$ cat src/rtl/multdiv_pkg.sv
// ---------------------------------------------------------------------------
// multdiv_pkg : shared types and constants for the multiply/divide sequencer
// Rev 1.0
// ---------------------------------------------------------------------------
`default_nettype none

package multdiv_pkg;

  typedef enum logic [2:0] {
    S_IDLE  = 3'd0,
    S_MLOAD = 3'd1,
    S_MRUN  = 3'd2,
    S_DLOAD = 3'd3,
    S_DRUN  = 3'd4,
    S_DONE  = 3'd5
  } state_t;

  // Which result path DONE should use.
  typedef enum logic [1:0] {
    OP_MULT    = 2'd0,
    OP_DIV     = 2'd1,
    OP_DIVSPEC = 2'd2
  } op_t;

  localparam int          MULT_ITERS_DEF = 16;
  localparam int          DIV_ITERS_DEF  = 32;
  localparam logic [31:0] INT_MIN        = 32'h8000_0000;

  function automatic logic [31:0] abs32(input logic [31:0] v);
    return v[31] ? (~v + 32'd1) : v;
  endfunction

endpackage

`default_nettype wire

$ cat src/rtl/multdiv_counter.sv
// ---------------------------------------------------------------------------
// multdiv_counter : iteration counter with sync clear and terminal-count flag
// Rev 1.0
// ---------------------------------------------------------------------------
`default_nettype none

module multdiv_counter #(
  parameter int CNT_W = 6
) (
  input  logic             clk,
  input  logic             rst,
  input  logic             clr,
  input  logic             en,
  input  logic [CNT_W-1:0] limit,
  output logic [CNT_W-1:0] count,
  output logic             tc
);

  always_ff @(posedge clk) begin
    if (rst || clr) begin
      count <= '0;
    end else if (en) begin
      count <= count + 1'b1;
    end
  end

  assign tc = (count == limit);

endmodule

`default_nettype wire

$ cat src/rtl/multdiv_ctrl.sv
// ---------------------------------------------------------------------------
// multdiv_ctrl : operand latch, engine sequencing and result fixup for the
//                shared iterative multiply/divide unit
// Rev 1.0
// ---------------------------------------------------------------------------
`default_nettype none

module multdiv_ctrl
  import multdiv_pkg::*;
#(
  parameter int MULT_ITERS = MULT_ITERS_DEF,
  parameter int DIV_ITERS  = DIV_ITERS_DEF,
  parameter int CNT_W      = 6
) (
  input  logic        clk,
  input  logic        rst,
  input  logic        ctrl_MULT,
  input  logic        ctrl_DIV,
  input  logic [31:0] data_operandA,
  input  logic [31:0] data_operandB,
  output logic [31:0] eng_a,
  output logic [31:0] eng_b,
  output logic        mult_first,
  output logic        mult_en,
  input  logic [31:0] mult_lo,
  input  logic [31:0] mult_hi,
  output logic        div_first,
  output logic        div_en,
  input  logic [31:0] div_quot,
  output logic        busy,
  output logic [31:0] data_result,
  output logic        data_exception,
  output logic        data_resultRDY
);

  localparam logic [CNT_W-1:0] M_LAST = CNT_W'(MULT_ITERS - 1);
  localparam logic [CNT_W-1:0] D_LAST = CNT_W'(DIV_ITERS - 1);

  state_t           state;
  op_t              op;
  logic             neg_q;
  logic [CNT_W-1:0] cnt;
  logic             tc;
  logic             cnt_en;
  logic             cnt_clr;
  logic [CNT_W-1:0] limit;
  logic             start;
  logic             div_spec;

  assign start    = ctrl_MULT | ctrl_DIV;
  assign div_spec = (data_operandB == 32'd0) ||
                    ((data_operandA == INT_MIN) && (data_operandB == 32'hFFFF_FFFF));
  assign cnt_en   = (state == S_MRUN) || (state == S_DRUN);
  assign cnt_clr  = start || (cnt_en && tc);
  assign limit    = (state == S_DRUN) ? D_LAST : M_LAST;

  multdiv_counter #(.CNT_W(CNT_W)) u_counter (
    .clk   (clk),
    .rst   (rst),
    .clr   (cnt_clr),
    .en    (cnt_en),
    .limit (limit),
    .count (cnt),
    .tc    (tc)
  );

  always_ff @(posedge clk) begin
    if (rst) begin
      state          <= S_IDLE;
      op             <= OP_MULT;
      neg_q          <= 1'b0;
      eng_a          <= '0;
      eng_b          <= '0;
      mult_first     <= 1'b0;
      mult_en        <= 1'b0;
      div_first      <= 1'b0;
      div_en         <= 1'b0;
      busy           <= 1'b0;
      data_result    <= '0;
      data_exception <= 1'b0;
      data_resultRDY <= 1'b0;
    end else begin
      mult_first     <= 1'b0;
      div_first      <= 1'b0;
      data_resultRDY <= 1'b0;
      data_result    <= '0;
      data_exception <= 1'b0;
      // A start pulse aborts whatever is in flight, including a pending DONE.
      if (start) begin
        if (ctrl_MULT) begin
          eng_a      <= data_operandA;
          eng_b      <= data_operandB;
          op         <= OP_MULT;
          state      <= S_MLOAD;
          mult_first <= 1'b1;
          mult_en    <= 1'b1;
          div_en     <= 1'b0;
          busy       <= 1'b1;
        end else begin
          eng_a   <= abs32(data_operandA);
          eng_b   <= abs32(data_operandB);
          neg_q   <= data_operandA[31] ^ data_operandB[31];
          mult_en <= 1'b0;
          if (div_spec) begin
            op     <= OP_DIVSPEC;
            state  <= S_DONE;
            div_en <= 1'b0;
            busy   <= 1'b0;
          end else begin
            op        <= OP_DIV;
            state     <= S_DLOAD;
            div_first <= 1'b1;
            div_en    <= 1'b1;
            busy      <= 1'b1;
          end
        end
      end else begin
        case (state)
          S_MLOAD: state <= S_MRUN;
          S_MRUN: begin
            if (tc) begin
              state   <= S_DONE;
              mult_en <= 1'b0;
              busy    <= 1'b0;
            end
          end
          S_DLOAD: state <= S_DRUN;
          S_DRUN: begin
            if (tc) begin
              state  <= S_DONE;
              div_en <= 1'b0;
              busy   <= 1'b0;
            end
          end
          // Engine outputs have settled by now; register the final result.
          S_DONE: begin
            state          <= S_IDLE;
            data_resultRDY <= 1'b1;
            case (op)
              OP_MULT: begin
                data_result    <= mult_lo;
                data_exception <= (mult_hi != {32{mult_lo[31]}});
              end
              OP_DIV: begin
                data_result    <= neg_q ? (~div_quot + 32'd1) : div_quot;
                data_exception <= 1'b0;
              end
              default: begin
                data_result    <= '0;
                data_exception <= 1'b1;
              end
            endcase
          end
          default: state <= S_IDLE;
        endcase
      end
    end
  end

endmodule

`default_nettype wire

$ cat config.mk
export PLATFORM = sky130hd
export DESIGN_NAME = multdiv_ctrl
export DESIGN_NICKNAME = d
export VERILOG_FILES = /design/src/rtl/multdiv_pkg.sv /design/src/rtl/multdiv_counter.sv /design/src/rtl/multdiv_ctrl.sv
export SDC_FILE = /design/constraint.sdc
export NUM_CORES = 1
export LEC_CHECK = 0
export CAP_MARGIN = 20
export CORE_MARGIN = 5
export CORE_UTILIZATION = 44
export CTS_CLUSTER_SIZE = 30
export DETAILED_ROUTE_END_ITERATION = 10
export PLACE_DENSITY = 0.82
export REMOVE_ABC_BUFFERS = 1
export SLEW_MARGIN = 20
export SYNTH_ARGS = -nofsm -noshare
export SYNTH_HDL_FRONTEND = slang
export SYNTH_SLANG_ARGS = --single-unit
export TNS_END_PERCENT = 5
$ cat constraint.sdc
create_clock -name clk -period 2.6 [get_ports clk]
set_input_delay 0.26 -clock clk [delete_from_list [all_inputs] [get_ports clk]]
set_output_delay 0.26 -clock clk [all_outputs]
set_load 0.03 [all_outputs]
==> flow_metrics.env, run 1 <==
export IMPL_dr_total_vias=7520
export IMPL_synth_distinct_cells=59
export IMPL_timing_final_ws_setup_ps=454
export IMPL_rrSetupSlack_ps=680
export IMPL_fillers=1141
export IMPL_slew_violations=0
export IMPL_p_switching_mw=1.51
export IMPL_hold_slack_ps=264
export IMPL_viasPerCell=5.78
export IMPL_clock_sinks=115
export IMPL_min_period_ps=2150
export IMPL_peakVddDrop_v=0.000492
export IMPL_hold_viol=0
export IMPL_drive_gt1_share_pct=10.6
export IMPL_fmax_ghz=0.466
export IMPL_p_per_area_mw_per_mm2=514
export IMPL_skew_ps=5.83
export IMPL_worstSetupPathType="input pin to flip-flop"
export IMPL_end_kind="flip-flop"
export IMPL_postLayoutCoreUtil_pct=70.5
export IMPL_yosys_warnings=0
export IMPL_clockBufferDepth=2
export IMPL_synth_cells=809
export IMPL_p_clk_share_pct=39.9
export IMPL_overflow=0
export IMPL_ys_ff_latch=115
export IMPL_grt_use_total_pct=27.2
export IMPL_max_cap_violations=0
export IMPL_power_internal_mw=3.78
export IMPL_cp_arrival_ps=2470
export IMPL_die_w_um=132
export IMPL_synth_edff_count=0
export IMPL_relSlewSlack_pct=52.6
export IMPL_antenna_found_initial=1
export IMPL_crit_required_ps=2930
export IMPL_fp_row_count=44
export IMPL_cts_tree="done"
export IMPL_htreeDepth=4
export IMPL_worst_path_max_fanout=8
export IMPL_core_mm2=0.0146
export IMPL_rr_endpoint="busy"
export IMPL_root_buffer="clkbuf_16"
export IMPL_finalInstanceArea_mm2=0.0103
export IMPL_syn_to_final_growth_pct=56.8
export IMPL_cts_setup_buffers=0
export IMPL_grt_pass1_wl_um=38700
export IMPL_worst_setup_path_start_kind="input pin"
export IMPL_setup_tns_ps=0
export IMPL_status="finished, final reports clean"
export IMPL_grt_pass1_vias=7428
export IMPL_setup_violations=0
export IMPL_rr_worst_depth=5
export IMPL_hold_path_class="input pin to flip-flop"
export IMPL_die_y_um=132
export IMPL_crit_path_start="div_quot[8]"
export IMPL_mostFrequentLayoutCells="clkdlybuf4s50_1 (265), dfxtp_1 (114), nor2_1 (108)"
export IMPL_drtAntennaViolNets=0
export IMPL_clkLatencyLatePin_ps=420
export IMPL_async_flop_share_pct=0
export IMPL_drt_pass1_iterations=6
export IMPL_start_util_pct=45.0
export IMPL_gp_congestion=0.885
export IMPL_cts_resized=0
export IMPL_routed_wl_um=24500
export IMPL_endpoint="data_result[19]"
export IMPL_clk_pin_slew_ps=50
export IMPL_numCtsBuffers=17
export IMPL_grt_max_degree=63
export IMPL_p_leak_nw=3.70
export IMPL_p_seq_share_pct=36.3
export IMPL_dieArea_mm2=0.0175
export IMPL_swShare_pct=28.5
export IMPL_wl_per_cell_um=18.8
export IMPL_rsz0062_at_grt="no"
export IMPL_nNetsFinal=1276
export IMPL_hold_buffers=0
export IMPL_preCtsSetupSlack_ps=73.5
export IMPL_yosysSeqAreaShare_pct=35.1
export IMPL_dp_hpwl_um=18500
export IMPL_pwr_share_comb_pct=23.8
export IMPL_portBuffers=266
export IMPL_drc=0
export IMPL_drtIter0Drc=573
export IMPL_tightest_slew_ps=712
export IMPL_synthFlopType="dfxtp_1"
export IMPL_ios=267
export IMPL_fin_crit_sh_pct=82.5
export IMPL_r2r_start="state[1]"
export IMPL_avgSynthCellArea_um2=8.11
export IMPL_netlist_area_mm2=0.00656
export IMPL_final_common_cell="clkdlybuf4s50_1"
export IMPL_placed_area_mm2=0.00975
power groups by stage:
| stage | logic, mW | clock network, mW | registers [mW] |
|---|---|---|---|
| 2_1_floorplan | 0.344 | 0 | 2.14 |
| 3_3_place_gp | 1.23 | 0 | 1.95 |
| 3_5_place_dp | 1.24 | 0 | 1.95 |
| 4_1_cts | 1.26 | 2.14 | 1.92 |
| 5_1_grt | 1.34 | 2.21 | 1.93 |
| 6_report | 1.26 | 2.11 | 1.92 |
critical path, cell delays in order:
cell             delay, ps
clkdlybuf4s50_1        460
nor4_1                 490
nand4_1                250
buf_4                  240
o41ai_1                410
xor2_1                 110
a211oi_1               250
registers in the layout, indices dropped and copies added, names as in the netlist, 2 cells and up:
register / count
eng_b: 32
u_counter.count: 6
op: 2
data_result: 32
eng_a: 32
state: 3
final cells by class:
type	count	area, um2	share of cell area, %
multi-input combinational	621	3960	38.5
inverter	17	63.8	0.620
antenna	1	2.50	0.0243
clock buffer	24	502	4.88
sequential	115	2300	22.4
clock inverter	5	27.5	0.268
timing repair buffer	335	3200	31.1
tap	184	230	2.24
through the flow:
stage,power (mW),std cells
finish,5.29,1302
global route,5.49,1302
CTS,5.31,1301
detailed placement,3.19,1272
global placement,3.18,1272
floorplan,2.48,753
metal layers:
metal	vias up	GRT usage [%]	part of all wire, %
met5	-	0	0
met4	0	7.20	1.8
met3	37	10.8	11
met2	367	45.7	47
met1	3503	32.4	40
li1	3613	-	-
logic make-up after synthesis:
| logic type | share of synthesized area [%] |
|---|---|
| xor+xnor | 11.2 |
| flops | 35.1 |
| buf+inv | 4.67 |
| fa+ha+maj | 0.953 |
| compound gates | 22.8 |
| simple gates | 24.4 |
| mux | 0.915 |
Yosys cell counts (all sizes together) (6+ instances only):
cell type / number / share of area (%)
a21oi: 32 / 2.4
a211oi: 64 / 7.3
nor2b: 7 / 0.67
nor3: 29 / 2.3
xnor2: 24 / 3.2
inv: 16 / 0.92
clkbuf: 51 / 3.1
nand2b: 7 / 0.78
a31oi: 11 / 1.0
nand3: 17 / 1.3
o22ai: 6 / 0.57
nor4: 27 / 3.3
or3: 14 / 1.4
o31ai: 20 / 2.3
dfxtp: 115 / 35
o41ai: 21 / 2.8
xor2: 60 / 8.0
or4: 15 / 1.9
nand2: 43 / 2.5
o21ai: 40 / 3.1
nand4: 26 / 2.5
mux2i: 6 / 0.92
nor2: 108 / 6.2
how the worst min path moves through the flow:
stage	from	depth (start not counted)	slack [ps]	to
floorplan	rst	1	330	eng_a[0]
global placement	eng_a[21]	2	440	eng_a[21]
detailed placement	eng_a[21]	2	440	eng_a[21]
CTS	rst	3	240	op[1]
global route	rst	3	270	op[1]
finish	rst	3	260	op[1]
No activity file was read; power rests on OpenSTA's default activity.
==> run 2: changes to the inputs <==
- clock period: 2.6 -> 2.1 ns (I/O delays scaled with it)
==> run 2 against run 1 <==
Against the previous run: worst setup slack got worse by 430 ps; sequential share of layout area decreased by 1.6 points; global-route usage increased by 1.5 points; clock power increased by 35%; register-to-register slack got worse by 450 ps; highest routed layer unchanged; clock skew decreased by 0.50 ps; via count increased by 5.1%.
==> flow_metrics.env, run 2 (same netlist as run 1, synthesis figures left out) <==
export IMPL_crit_family="simple AND/OR/NAND/NOR gates"
export IMPL_hold_path_class="input pin to flip-flop"
export IMPL_crit_required_ps=2400
export IMPL_hold_viol=0
export IMPL_cts_tree="done"
export IMPL_status="finished, final reports clean"
export IMPL_dr_total_vias=7901
export IMPL_mostFrequentLayoutCells="clkdlybuf4s50_1 (265), buf_4 (154), dfxtp_1 (114)"
export IMPL_worst_path_largest_cell_delay_ps=560
export IMPL_min_period_ps=2070
export IMPL_clk_pin_slew_ps=50
export IMPL_rsz0062_at_grt="yes"
export IMPL_grt_pass1_wl_um=40800
export IMPL_p_leak_nw=4.15
export IMPL_gp_congestion=0.928
export IMPL_postLayoutCoreUtil_pct=76.0
export IMPL_fin_crit_sh_pct=98.7
export IMPL_peakVddDrop_v=0.000528
export IMPL_antenna_found_initial=1
export IMPL_final_common_cell="clkdlybuf4s50_1"
export IMPL_dp_hpwl_um=19700
export IMPL_endpoint="op[0]"
export IMPL_grt_use_total_pct=28.7
export IMPL_hold_buffers=0
export IMPL_rr_worst_depth=5
export IMPL_fmax_ghz=0.482
export IMPL_start_util_pct=45.0
export IMPL_preCtsSetupSlack_ps=-398
export IMPL_crit_top_cell="or4_4"
export IMPL_drive_gt1_share_pct=18.0
export IMPL_setup_violations=0
export IMPL_worstSetupPathType="input pin to flip-flop"
export IMPL_relSlewSlack_pct=69.8
export IMPL_clkLatencyLatePin_ps=420
export IMPL_fillers=1030
export IMPL_viasPerCell=5.67
export IMPL_drt_pass1_iterations=5
export IMPL_rrSetupSlack_ps=230
export IMPL_cp_num_buf_inv=1
export IMPL_drtAntennaViolNets=0
export IMPL_fp_row_count=44
export IMPL_rr_endpoint="busy"
export IMPL_clock_sinks=115
export IMPL_drtIter0Drc=521
export IMPL_numCtsBuffers=17
export IMPL_placed_area_mm2=0.0104
export IMPL_root_buffer="clkbuf_16"
export IMPL_cp_num_cells=6
export IMPL_clockBufferDepth=2
export IMPL_overflow=0
export IMPL_core_mm2=0.0146
export IMPL_tightest_slew_ps=447
export IMPL_cp_arrival_ps=2370
export IMPL_timing_final_ws_setup_ps=26.9
export IMPL_dieArea_mm2=0.0175
export IMPL_finalPower_mw=6.91
export IMPL_grt_max_degree=64
export IMPL_portBuffers=266
export IMPL_wl_per_cell_um=18.6
export IMPL_routed_wl_um=26000
export IMPL_die_w_um=132
export IMPL_nNetsFinal=1365
export IMPL_p_per_area_mw_per_mm2=624
export IMPL_slowest_stage="or4_4"
export IMPL_max_cap_violations=0
export IMPL_end_kind="flip-flop"
export IMPL_finalInstanceArea_mm2=0.0111
export IMPL_htreeDepth=4
export IMPL_ios=267
export IMPL_syn_to_final_growth_pct=68.9
export IMPL_slew_violations=0
export IMPL_die_y_um=132
export IMPL_worst_setup_path_start_kind="input pin"
export IMPL_skew_ps=5.33
export IMPL_r2r_start="state[1]"
export IMPL_top_regs="data_result (32), eng_a (32), eng_b (32)"
export IMPL_worst_path_max_fanout=2
export IMPL_drc=0
export IMPL_crit_path_start="data_operandA[26]"
export IMPL_grt_pass1_vias=7960
export IMPL_crit_chain="clkdlybuf4s50_1 -> or4_4 -> or3_4 -> or4_4 -> nor3_2 -> nor3_1"
==> run 2: worst register-to-register path, stage by stage, from the launching register on <==
cell      delay, ps
dfxtp_1         390
or3b_2          470
a2111o_1        470
a31oi_1         190
nor2_1           50
a31o_1          180
==> run 2: final cells by class <==
| type | count | area, um2 | area share (%) |
|---|---|---|---|
| timing repair buffer | 424 | 3890 | 35.1 |
| multi-input combinational | 621 | 4020 | 36.2 |
| inverter | 17 | 63.8 | 0.576 |
| antenna | 1 | 2.50 | 0.0226 |
| tap | 184 | 230 | 2.08 |
| sequential | 115 | 2300 | 20.8 |
| clock inverter | 9 | 105 | 0.948 |
| clock buffer | 23 | 468 | 4.22 |
==> run 2: metrics by stage <==
step	TNS, ps	instances	hold slack [ps]
2_1_floorplan	0	753	279
3_5_place_dp	-11160	1359	448
3_3_place_gp	-8250	1359	438
4_1_cts	0	1391	278
5_1_grt	-25.9	1394	292
6_report	0	1394	286
==> run 2: layer usage <==
metal  routed length, um  vias up  track usage (%)
met2               12400      378             48.4
met3                2750       44             10.0
li1                    -     3786                -
met4                 546        0             9.60
met1               10300     3693             34.0
met5                   0        -                0
==> run 2: report_power, final <==
group	total [mW]	internal [mW]	switching, mW
sequential	2.38	2.30	0.0755
clock	2.85	1.80	1.05
combinational	1.68	0.832	0.848
total	6.91	4.94	1.97
==> run 2: what timing repair did <==
item,CTS,global route
setup buffers,0,2
pin swaps,0,2
setup endpoints to repair,2,15
gates cloned,0,0
resized for setup,2,8
hold endpoints to repair,0,0
==> run 2: worst min-delay path by stage <==
stage / startpoint / end / slack, ps / cells past startpoint
after floorplan: rst / eng_a[0] / 280 / 1
after CTS: rst / mult_en / 280 / 3
after detailed placement: eng_b[23] / eng_b[23] / 450 / 2
after global routing: rst / op[1] / 290 / 4
final: rst / mult_en / 290 / 3
after global placement: eng_b[21] / eng_b[21] / 440 / 2
==> run 3: changes to the inputs <==
- MAX_ROUTING_LAYER: unset -> met4
==> run 3 against run 2 <==
Against the previous run: die area unchanged; critical endpoint unchanged; highest routed layer unchanged; worst hold slack got worse by 46 ps; final area increased by 0.11%; combinational power about the same; sequential cell count unchanged; global-route usage increased by 0.66 points; sequential power about the same; non-clock buffer count increased by 2; maximum frequency increased by 2.5%; clock skew increased by 1.8 ps; clock power about the same; worst setup slack improved by 51 ps.
==> flow_metrics.env, run 3 (same netlist as run 1, synthesis figures left out) <==
export IMPL_slowest_stage="or4_4"
export IMPL_worstHoldStart="rst"
export IMPL_ios=267
export IMPL_fp_row_count=44
export IMPL_worst_path_max_fanout=2
export IMPL_antenna_found_initial=1
export IMPL_worst_path_largest_cell_delay_ps=550
export IMPL_r2r_start="state[0]"
export IMPL_crit_top_cell="or4_4"
export IMPL_end_kind="flip-flop"
export IMPL_peakVddDrop_v=0.000603
export IMPL_cts_tree="done"
export IMPL_crit_required_ps=2400
export IMPL_whs_endpoint="eng_a[27]"
export IMPL_dr_total_vias=7881
export IMPL_fmax_ghz=0.495
export IMPL_cts_setup_buffers=0
export IMPL_mostFrequentLayoutCells="clkdlybuf4s50_1 (265), buf_4 (158), dfxtp_1 (114)"
export IMPL_crit_chain="clkdlybuf4s50_1 -> or4_4 -> or3_4 -> or4_4 -> nor3_2 -> nor3_1"
export IMPL_setup_tns_ps=0
export IMPL_p_leak_nw=4.17
export IMPL_grt_use_total_pct=29.3
export IMPL_clk_pin_slew_ps=60
export IMPL_wl_met1_um=10300
export IMPL_dp_hpwl_um=19900
export IMPL_rr_endpoint="data_result[12]"
export IMPL_wl_per_cell_um=18.5
export IMPL_dr_wl_met2_um=12400
export IMPL_gp_congestion=0.921
export IMPL_cp_num_buf_inv=1
export IMPL_top_regs="data_result (32), eng_a (32), eng_b (32)"
export IMPL_die_w_um=132
export IMPL_fillers=1033
export IMPL_grt_max_degree=59
export IMPL_holdPathStages=4
export IMPL_overflow=0
export IMPL_dr_wl_met3_um=2690
export IMPL_nNetsFinal=1367
export IMPL_syn_to_final_growth_pct=69.1
export IMPL_drtAntennaViolNets=0
export IMPL_fin_crit_sh_pct=96.3
export IMPL_p_per_area_mw_per_mm2=624
export IMPL_rr_worst_depth=6
export IMPL_grt_pass1_vias=7846
export IMPL_routed_wl_um=25900
export IMPL_max_cap_violations=0
export IMPL_tightest_slew_ps=432
export IMPL_crit_family="simple AND/OR/NAND/NOR gates"
export IMPL_preCtsSetupSlack_ps=-423
export IMPL_finalPower_mw=6.93
export IMPL_drive_gt1_share_pct=18.4
export IMPL_cp_arrival_ps=2320
export IMPL_hold_path_class="input pin to flip-flop"
export IMPL_numCtsBuffers=17
export IMPL_drc=0
export IMPL_drtIter0Drc=583
export IMPL_worst_setup_path_start_kind="input pin"
export IMPL_htreeDepth=4
export IMPL_postLayoutCoreUtil_pct=76.0
export IMPL_hold_viol=0
export IMPL_root_buffer="clkbuf_16"
export IMPL_core_mm2=0.0146
export IMPL_clockBufferDepth=2
export IMPL_clock_sinks=115
export IMPL_min_period_ps=2020
export IMPL_drt_pass1_iterations=5
export IMPL_dr_max_layer_used="met4"
export IMPL_die_y_um=132
export IMPL_portBuffers=266
export IMPL_timing_final_ws_setup_ps=77.8
export IMPL_setup_violations=0
export IMPL_dieArea_mm2=0.0175
export IMPL_relSlewSlack_pct=71.2
export IMPL_rrSetupSlack_ps=230
export IMPL_start_util_pct=45.0
export IMPL_final_common_cell="clkdlybuf4s50_1"
export IMPL_status="finished, final reports clean"
export IMPL_grt_pass1_wl_um=40400
export IMPL_rsz0062_at_grt="yes"
export IMPL_clkLatencyLatePin_ps=410
export IMPL_slew_violations=0
export IMPL_worstSetupPathType="input pin to flip-flop"
export IMPL_skew_ps=7.11
export IMPL_viasPerCell=5.65
run 3: cell count changes in the layout (fill, tap and decap cells not counted), sizes merged:
cell / delta
buf: +2
clkinvlp: -2
clkinv: +1
run 3: repair_timing:
action	in CTS	in global routing
setup endpoints to repair	0	19
resized for setup	0	13
hold buffers	0	0
run 3: final cells by class:
cell class	instances	area, um2	area share, %
Timing Repair Buffer	426	3880	35.0
Sequential cell	115	2300	20.8
Tap cell	184	230	2.08
Clock buffer	23	478	4.31
Inverter	17	63.8	0.575
Multi-Input combinational cell	621	4030	36.3
Antenna cell	1	2.50	0.0226
Clock inverter	8	103	0.925
run 3: worst reg2reg max path: cells and delay by family (launching register included):
kind                   cells  cell delay, ps
AOI/OAI and AO/OA          1             220
buffers and inverters      3             370
DFF                        1             490
and+or+nand+nor            2             700
run 3: how the worst max path moves through the flow:
stage	from	endpoint	slack [ps]	cells past startpoint
2_1_floorplan	data_operandA[8]	busy	120	5
3_3_place_gp	data_operandA[26]	op[0]	-370	6
3_5_place_dp	data_operandA[26]	op[0]	-420	6
4_1_cts	data_operandA[26]	op[0]	10	6
5_1_grt	data_operandB[21]	eng_b[30]	3	8
6_report	data_operandA[26]	op[0]	80	6
run 3: report_power, final:
group	internal, mW	leakage [nW]	switching, mW
combinational	0.831	2.94	0.852
sequential	2.30	0.946	0.0711
clock	1.83	0.279	1.04
total	4.97	4.17	1.96
run 3: layer usage:
layer / vias to the layer above / global-route usage (%)
met4: 0 / 8.57
met3: 49 / 9.47
met5: - / -
li1: 3788 / -
met2: 360 / 48.0
met1: 3684 / 34.5
run 3: per-stage QoR:
| stage | hold WS, ps | instance area (um2) | instances |
|---|---|---|---|
| 3_3_place_gp | 436 | 10400 | 1363 |
| 6_report | 240 | 11100 | 1395 |
| 5_1_grt | 268 | 11100 | 1395 |
| 3_5_place_dp | 445 | 10400 | 1363 |
| 2_1_floorplan | 279 | 6320 | 753 |
| 4_1_cts | 238 | 11000 | 1394 |
==> RTL change, RTL diff (settings of run 2) <==
`CNT_W` is set to 6 in 2 places; all go to 12.
--- a/src/rtl/multdiv_counter.sv
+++ b/src/rtl/multdiv_counter.sv
@@ -5,7 +5,7 @@
 `default_nettype none
 
 module multdiv_counter #(
-  parameter int CNT_W = 6
+  parameter int CNT_W = 12
 ) (
   input  logic             clk,
   input  logic             rst,
--- a/src/rtl/multdiv_ctrl.sv
+++ b/src/rtl/multdiv_ctrl.sv
@@ -10,7 +10,7 @@
 #(
   parameter int MULT_ITERS = MULT_ITERS_DEF,
   parameter int DIV_ITERS  = DIV_ITERS_DEF,
-  parameter int CNT_W      = 6
+  parameter int CNT_W      = 12
 ) (
   input  logic        clk,
   input  logic        rst,
Behaviour: same outputs for any inputs over 10 cycles, from zero or initial values and one cycle with rst high; that may be too few to reach the edited logic, so the function may still have changed.
==> RTL change against run 2 <==
The run now ends with negative setup slack left. Cell area is 0.70% higher. Setup slack worse by 84 ps. Register-to-register slack got worse by 60 ps. Maximum frequency decreased by 3.9%. Final cell count is 0.86% lower. Power down 1.2%. Synthesized area is 0.76% higher. Sequential cell count grew 6. Wire length shrank 4.1%. Clock power shrank 6%. First-iteration DRC count grew 4.0%. Clock skew up 3.2 ps. Highest routed layer unchanged. Combinational power is 2% lower. Sequential power increased by 5%.
==> RTL change: results (changes against run 2) <==
The checks that failed: negative setup slack. The worst hold path cell count is 4 (+1), and the fraction of met2 tracks used by global routing is 47.4% (-0.92 points). The endpoint identified for the worst register-to-register timing path is u_counter.count[6]$_SDFFE_PP0P_.

The stage delay of the slowest cell on the critical path is 590 ps (+30 ps), and the data arrival time of the critical path is 2420 ps (+50 ps). The met3 capacity usage during global routing came out at 6.80% (-3.2 points). The global placer's final weighted congestion came out at 0.891 (-3.9%).

The wire length the detailed router placed on met1 came out at 9.99 mm (-3.1%). The run finished, with violations left. The via count of the first global-routing pass was 7641 (-4.0%); the worst-case hold slack was 269 ps (-17.0 ps). The number of failing setup endpoints in the final timing report was 1 (+1); the share of final-layout standard cells stronger than drive strength 1 was 17.6% (-0.40 points).

The run gives 18.5 mm (-6.0%) as the sum of net half-perimeters after detailed placement. For this design, the slowest cell found on the critical path is or4_1. The run gives 801 (-0.99%) as the number of instances in the synthesized netlist. The global-route wire length before repair was 39.0 mm (-4.5%). The tools report the startpoint of the worst-slack reg-to-reg timing path as u_counter.count[7]$_SDFFE_PP0P_. The worst-path maximum fanout is 5 (+3), and the total placed cells including tap cells is 1348 (-0.81%). In this run the most critical hold path is launched from data_operandA[15].

The run gives -57.4 ps (-84.2 ps) as the smallest setup slack after layout. Maximum number of pins on one net before global-route repair: 60 (-6.3%). The compound-cell area share of the yosys netlist came out at 21.5% (-1.3 points). The worst slew margin relative to its limit is 55.4% (-14 points), and the met1 global-route usage is 31.8% (-2.2 points). Following the worst setup path forward leads to its endpoint at data_result[22]$_SDFF_PP0_. Number of resized instances in the post-cts repair step: 11 (+9).
## RTL change: cell type report
| type | instances | area (um^2) | share of cell area, % |
|---|---|---|---|
| Timing Repair Buffer | 417 | 3850 | 34.5 |
| Clock buffer | 28 | 527 | 4.72 |
| Inverter | 13 | 48.8 | 0.437 |
| Clock inverter | 2 | 10.0 | 0.0897 |
| Multi-Input combinational cell | 616 | 4070 | 36.5 |
| Tap cell | 184 | 230 | 2.06 |
| Sequential cell | 121 | 2420 | 21.7 |
| Antenna cell | 1 | 2.50 | 0.0224 |
## RTL change: kinds of logic (layout without fill, tap and decap cells)
group           after synthesis  in the layout
mux                           6              6
fa+ha+maj                     5              5
other cells                   0              1
compound gates              200            200
simple gates                312            313
flops                       121            121
buf+inv                      65            460
xor+xnor                     92             92
## RTL change: where the power goes
part           switching [mW]  internal (mW)  total (mW)
Sequential             0.0684           2.42        2.49
Clock                    1.01           1.68        2.69
Combinational           0.818          0.824        1.64
Total                    1.90           4.92        6.82
